### src/rtl/a2f_iq_packer.sv
// Packs 24-bit AFE RX IQ pairs into 32-bit FT600 write words (4 pairs -> 3 words),
// with a latched flush that emits any partially packed word with trimmed byte enables.
module a2f_iq_packer #(
   parameter int IQ_PAIR_WIDTH = 24,  // only 24 is supported
   parameter int FT_DATA_WIDTH = 32   // only 32 is supported
) (
   input  logic                     clk,
   input  logic                     reset,
   input  logic [IQ_PAIR_WIDTH-1:0] iq_data,
   input  logic                     iq_valid,
   output logic                     iq_ready,
   input  logic                     flush,
   output logic [FT_DATA_WIDTH-1:0] ft_data,
   output logic [3:0]               ft_be,
   output logic                     ft_valid,
   input  logic                     ft_ready,
   output logic [1:0]               phase,
   output logic                     flush_pending
);

   typedef enum logic [1:0] {
      PH0 = 2'd0,
      PH1 = 2'd1,
      PH2 = 2'd2,
      PH3 = 2'd3
   } phase_t;

   phase_t      phase_q, phase_d;
   logic [23:0] residual_q, residual_d;
   logic [31:0] data_d;
   logic [3:0]  be_d;
   logic        valid_d;
   logic        flush_pending_d;

   logic slot_free;
   logic accept;
   logic flush_exec;

   // The output slot can take a new word when it is empty or being drained this cycle.
   assign slot_free  = !ft_valid || ft_ready;
   assign iq_ready   = !reset && slot_free && !flush_pending;
   assign accept     = iq_valid && iq_ready;
   assign flush_exec = flush_pending && slot_free;
   assign phase      = phase_q;

   always_comb begin
      // NOTE: every signal gets a default first so no path leaves it unassigned (no latches).
      phase_d         = phase_q;
      residual_d      = residual_q;
      data_d          = ft_data;
      be_d            = ft_be;
      valid_d         = ft_valid && !ft_ready;
      flush_pending_d = flush_pending || flush;

      if (accept) begin
         unique case (phase_q)
            PH0: begin
               residual_d = iq_data;
               phase_d    = PH1;
            end
            PH1: begin
               data_d     = {iq_data[7:0], residual_q};
               be_d       = 4'b1111;
               valid_d    = 1'b1;
               residual_d = {8'h00, iq_data[23:8]};
               phase_d    = PH2;
            end
            PH2: begin
               data_d     = {iq_data[15:0], residual_q[15:0]};
               be_d       = 4'b1111;
               valid_d    = 1'b1;
               residual_d = {16'h0000, iq_data[23:16]};
               phase_d    = PH3;
            end
            PH3: begin
               data_d     = {iq_data, residual_q[7:0]};
               be_d       = 4'b1111;
               valid_d    = 1'b1;
               residual_d = 24'h0;
               phase_d    = PH0;
            end
            default: ;
         endcase
      end else if (flush_exec) begin
         // A flush arriving on the executing edge is absorbed into this one.
         flush_pending_d = 1'b0;
         phase_d         = PH0;
         residual_d      = 24'h0;
         unique case (phase_q)
            PH1: begin
               data_d  = {8'h00, residual_q};
               be_d    = 4'b0111;
               valid_d = 1'b1;
            end
            PH2: begin
               data_d  = {16'h0000, residual_q[15:0]};
               be_d    = 4'b0011;
               valid_d = 1'b1;
            end
            PH3: begin
               data_d  = {24'h0, residual_q[7:0]};
               be_d    = 4'b0001;
               valid_d = 1'b1;
            end
            default: ;
         endcase
      end
   end

   always_ff @(posedge clk) begin
      // NOTE: state registers use non-blocking assignments so every flop samples pre-edge values.
      if (reset) begin
         phase_q       <= PH0;
         residual_q    <= 24'h0;
         ft_data       <= '0;
         ft_be         <= 4'b0000;
         ft_valid      <= 1'b0;
         flush_pending <= 1'b0;
      end else begin
         phase_q       <= phase_d;
         residual_q    <= residual_d;
         ft_data       <= data_d;
         ft_be         <= be_d;
         ft_valid      <= valid_d;
         flush_pending <= flush_pending_d;
      end
   end

endmodule

### config.mk
export PLATFORM = sky130hd
export DESIGN_NAME = a2f_iq_packer
export DESIGN_NICKNAME = d
export VERILOG_FILES = /design/src/rtl/a2f_iq_packer.sv
export SDC_FILE = /design/constraint.sdc
export NUM_CORES = 1
export LEC_CHECK = 0
export BUFFER_PORTS_ARGS = -buffer_cell sky130_fd_sc_hd__buf_2
export CAP_MARGIN = 20
export CELL_PAD_IN_SITES_DETAIL_PLACEMENT = 0
export CELL_PAD_IN_SITES_GLOBAL_PLACEMENT = 1
export CORE_ASPECT_RATIO = 0.9
export CORE_MARGIN = 2
export CORE_UTILIZATION = 42
export CTS_BUF_LIST = sky130_fd_sc_hd__clkbuf_16
export CTS_CLUSTER_DIAMETER = 200
export DETAILED_ROUTE_END_ITERATION = 8
export PLACE_DENSITY = 0.84
export SLEW_MARGIN = 20
export SYNTH_ARGS = -nofsm -noshare
export SYNTH_HDL_FRONTEND = slang
export SYNTH_SLANG_ARGS = --single-unit
### constraint.sdc
create_clock -name clk -period 2.8 [get_ports clk]
set_input_delay 0.56 -clock clk [delete_from_list [all_inputs] [get_ports clk]]
set_output_delay 0.56 -clock clk [all_outputs]
set_load 0.05 [all_outputs]
======== Yosys cells after proc, flatten, opt, wreduce, memory -nomap -nowiden ========
Cells that the tools add are included.
storage, ports and cells
  register bits ........................... 64
  input port bits ......................... 29
  output and inout bits ................... 41
  word-level logic and storage cells ...... 47
cells by class
  eq/ne operators ......................... 4
  muxes and demuxes ....................... 19
  reduce and logical (&&, ||, !) cells .... 18
operators with widths
  operator                                              count
  one-hot mux 32 bit (3 select lines)                   2
  one-hot mux 24 bit (4 select lines)                   1
  two-way mux 32 bit                                    2
  two-way mux 24 bit                                    2
  two-way mux 4 bit                                     3
  one-hot mux 4 bit (3 select lines)                    1
  one-hot mux 2 bit (4 select lines)                    1
  logical AND 1 bit                                     5
  two-way mux 1 bit                                     5
  equality test 2 bit (second input constant)           2
  zero test 1 bit                                       4
  two-way mux 2 bit                                     2
  nonzero test 4 bit                                    1
  AND reduction 3 bit                                   1
  nonzero test 3 bit                                    1
  OR reduction 3 bit                                    1
  equality test 2 x 1 -> 1 bit (second input constant)  1
  zero test 2 bit                                       1
  logical OR 1 bit                                      2
  != test 2 bit (second input constant)                 1
  AND reduction 2 bit                                   1
  nonzero test 2 bit                                    1

======== Longest topological paths before layout ========
  depth after elaboration ................. 7
  gate-level depth with buffers ........... 8
  gate-level depth less buffers ........... 6

======== Least setup slack after synthesis ========
Ideal clock, no wire load.
  path type ............................... reg2out
  start ................................... reg ft_valid
  end ..................................... out iq_ready
  arrival time ............................ 1.879 ns
  required time ........................... 2.240 ns
  slack ................................... 0.361 ns
  cell stages (with the launch flop) ...... 4
  buffers on the path ..................... 1
  path through ............................ dfxtp_1 > nor2b_1 > buf_2 > nor3_1
between the ends
  cells in the longest elaborated chain, start to end .. 4
RTL lines
  element                          line  source
  from (decl)                      15    output logic ft_valid,
  from (signal assigned)           124   ft_valid <= valid_d;
  zero test 1 bit                  40    assign slot_free = !ft_valid || ft_ready;
  logical OR 1 bit                 40
  logical AND 1 bit (2 in series)  41    assign iq_ready = !reset && slot_free && !flush_pending;
  to (decl)                        11    output logic iq_ready,
Every way passes these cells.

======== Worst setup path in the final report ========
  start ................................... reg phase_q[1] (netlist: phase[1])
  end ..................................... reg ft_data[8]
between the ends
  cells in the longest elaborated chain, start to end .. 4
  elaborated cells on any way between the ends .. 9
  those cells by class .................... eq/ne (3); mux (4); reduce/logical (2)
RTL lines
  element                                                                     line    source
  from (decl)                                                                 28      phase_t phase_q, phase_d;
  from (signal assigned)                                                      120     phase_q <= phase_d;
  equality test 2 bit / equality test 2 x 1 -> 1 bit (equally long branches)  56, 89
  one-hot mux 32 bit (3 select lines)                                         89      unique case (phase_q)
  two-way mux 32 bit                                                          84      end else if (flush_exec) begin
  two-way mux 32 bit                                                          55      if (accept) begin
  to (signal assigned)                                                        122     ft_data <= data_d;
  to (decl)                                                                   13      output logic [FT_DATA_WIDTH-1:0] ft_data,
Parallel ways exist; a longest one is shown, timed or not. The select of a mux whose other input is x is not followed.
A chain may end at the register's enable or synchronous reset.

==> flow_summary_export.csv <==
group,metric,value,unit
layout,seqCellArea,1280,um2
sta,rsz0062_at_grt,"false",
sta,setup_ws,0.638,ns
run,drv_cap,0,
sta,min_period_over_period,77.2,%
grt,grt_max_degree,44,
floorplan,pin_count,70,
floorplan,dieWidth,92.8,um
layout,multi_input_area,1530,um2
detailed_routing,drt-initial-drc-count,176,
critical_path,worst_setup_path_end_kind,"flop",
layout,antennaDiodeCount,0,
critical_path,r2r-start,"phase[1]$_SDFFE_PP0P_",
layout,drive_above_1_share,25.6,%
critical_path,startpoint_type,"flop",
worst_hold_path,hp-start,"ft_data[3]$_SDFFE_PP0P_",
detailed_routing,viasPerCell,5.65,
critical_path,r2r_slack,0.64,ns
floorplan,start_util,42.8,%
synthesis,synthCells,345,
critical_path,cp.required,3.04,ns
grt,grt_antenna_before_repair,0,
clock_tree,post_cts_buffers,0,
clock_tree,ctsHtreeMaxLevel,3,
sta,setup_viol,0,
floorplan,dieArea,7790,um2
worst_hold_path,min_to,"ft_data[3]$_SDFFE_PP0P_",
sta,tns,0,ns
synthesis,syn_nets,378,
sta,holdWs,0.449,ns
grt,grt_pass1_vias,2593,
placement,place_area,3360,um2
detailed_routing,drtAntennaViolNets,0,
grt,grtUsageTotal,22.1,%
detailed_routing,drtPass1Iterations,5,
grt,grt_pass1_wl,13400,um
clock_tree,cts_resized,0,
synthesis,ys_ff_latch,64,
placement,globalplace.congestion,0.837,
layout,fin_nets,435,
detailed_routing,drc,0,
clock_tree,clk_latency,0.33,ns
critical_path,worst_ep_arrival_time,2.40,ns
clock_tree,numCtsBuffers,9,
layout,syn2layout_area_growth,22.1,%
detailed_routing,wl_met2,3850,um
sta,skew,0.00651,ns
clock_tree,clock_sinks,64,
critical_path,r2r_cells,5,
critical_path,critPathKind,"flop to flop",
worst_hold_path,holdPathStages,2,
floorplan,die_h,84.0,um
placement,portBuffers,69,
synthesis,synth.avg_cell_area,8.65,um2
placement,hpwl,5640,um
worst_hold_path,worst_hold_path_type,"flop to flop",
sta,hold_viol_final,0,
detailed_routing,routed.top_layer,"met4",
synthesis,synth_warnings,0,
layout,fin_area,3640,um2
power,power.density,648,nW/um2
critical_path,r2r-end,"ft_data[8]$_SDFFE_PP0P_",
detailed_routing,wirelength,8410,um
clock_tree,cts_tree,"done",
detailed_routing,detail_route.wl_per_cell,16.8,um
sta,min_period,2.16,ns
critical_path,crit_fanout,11,
power,power.leakage,0.00155,uW
floorplan,rows,29,
synthesis,synth_cell_types,38,
clock_tree,ctsRootBufferMaster,"clkbuf_16",
status,run_status,"complete, no violations",
detailed_routing,wl_met3,548,um
power,ir_drop,0.000346,V
detailed_routing,num_vias,2827,
grt,overflow,0,
sta,max_freq,463,MHz
clock_tree,cts_buffer_depth,2,
layout,num-fill-cells,710,
clock_tree,clk_pin_slew_worst_paths,0.05,ns
clock_tree,hold_buffers,0,
sta,final_max_slew_viol_count,0,
sta,maxSlewHeadroom,50.1,%
synthesis,synth_area,2980,um2
detailed_routing,wl_met1,3910,um
floorplan,core_area,6970,um2
placement,dp_slack,0.682,ns
sta,worst_pin_slew,0.742,ns
synthesis,yosysSeqAreaShare,43.0,%
critical path: stages (launching register included):
cell	delay [ns]
dfxtp_1	0.47
ha_1	0.53
buf_4	0.27
and4_1	0.43
a221oi_1	0.15
nor3_1	0.22
state kept, by name, indices dropped and copies added, names as in the netlist:
signal / count
flush_pending: 1
ft_be: 4
ft_data: 32
ft_valid: 1
phase: 2
residual_q: 24
power breakdown:
group | switching [uW] | internal (uW)
registers | 22.9 | 949
logic | 228 | 104
clock network | 383 | 673
total | 634 | 1730
layout make-up:
class / count / share of cell area, %
inverters: 3 / 0.309
well taps: 93 / 3.19
multi-input cells: 245 / 42.0
flip-flops and latches: 64 / 35.2
repair buffers: 79 / 11.5
clock buffers: 9 / 6.18
clock inverters: 7 / 1.58
layer usage:
metal	vias up	track usage, %
met5	-	0
met4	0	8.42
met3	9	4.52
met2	109	33.4
met1	1334	31.0
li1	1375	-
cells by family after synthesis:
| logic type | after synthesis | share of synthesized area [%] |
|---|---|---|
| AOI/OAI and AO/OA | 131 | 33.4 |
| and+or+nand+nor | 109 | 15.9 |
| DFF | 64 | 43.0 |
| buffers and inverters | 36 | 5.70 |
| adders and majority gates | 4 | 1.68 |
| muxes | 1 | 0.336 |
cells in the final DEF, fill, tap and decap left out, types with 2 or more instances in the layout:
cell type  instances
a211oi_2           3
a22oi_1           25
nand2_1           41
nor2_1            48
o21ai_1            2
o21ai_0           15
a32oi_1            8
dfxtp_1           64
nor3_1             9
a211oi_1           5
a21oi_1           19
buf_2             69
a2bb2oi_1          9
buf_4             10
a22o_1            24
a21o_1             8
a221oi_1           7
nor2b_1            2
nand2b_1           2
ha_1               4
inv_1              7
clkbuf_16          9
worst max-delay path by stage:
stage / slack [ns] / from / to
finish: 0.64 / phase[1]$_SDFFE_PP0P_ / ft_data[8]$_SDFFE_PP0P_
global route: 0.52 / phase[1]$_SDFFE_PP0P_ / ft_data[9]$_SDFFE_PP0P_
CTS: 0.65 / phase[1]$_SDFFE_PP0P_ / ft_data[8]$_SDFFE_PP0P_
detailed placement: 0.68 / phase[1]$_SDFFE_PP0P_ / ft_data[8]$_SDFFE_PP0P_
global placement: 0.76 / phase[1]$_SDFFE_PP0P_ / ft_data[11]$_SDFFE_PP0P_
floorplan: 0.36 / ft_valid$_SDFF_PP0_ / iq_ready
through the flow:
step           utilization, %  instances  power (uW)
5_1_grt                  52.3        500        2450
3_3_place_gp             48.2        484        1320
4_1_cts                  52.3        500        2380
6_report                 52.3        500        2360
3_5_place_dp             48.2        484        1320
2_1_floorplan               -        345        1220
Yosys cell counts, drive strengths merged:
cell type,number,area [um2]
a221oi,8,76.3
o21ai,18,93.8
nand3,1,10.0
nand2b,3,26.3
buf,20,110
a22o,24,210
nand2,41,154
nor2b,3,21.3
a211oi,9,95.1
a311oi,1,8.76
a21oi,19,95.1
a22oi,25,188
and4,1,8.76
a2bb2oi,9,78.8
inv,3,11.3
a21o,8,60.1
ha,4,50.1
dfxtp,64,1280
a211o,1,8.76
clkbuf,13,48.8
a31oi,1,12.5
a32oi,8,70.1
nor3,10,55.1
nor4,1,12.5
nor2,49,186
mux2i,1,10.0
Power figures use the tool's default switching activity.
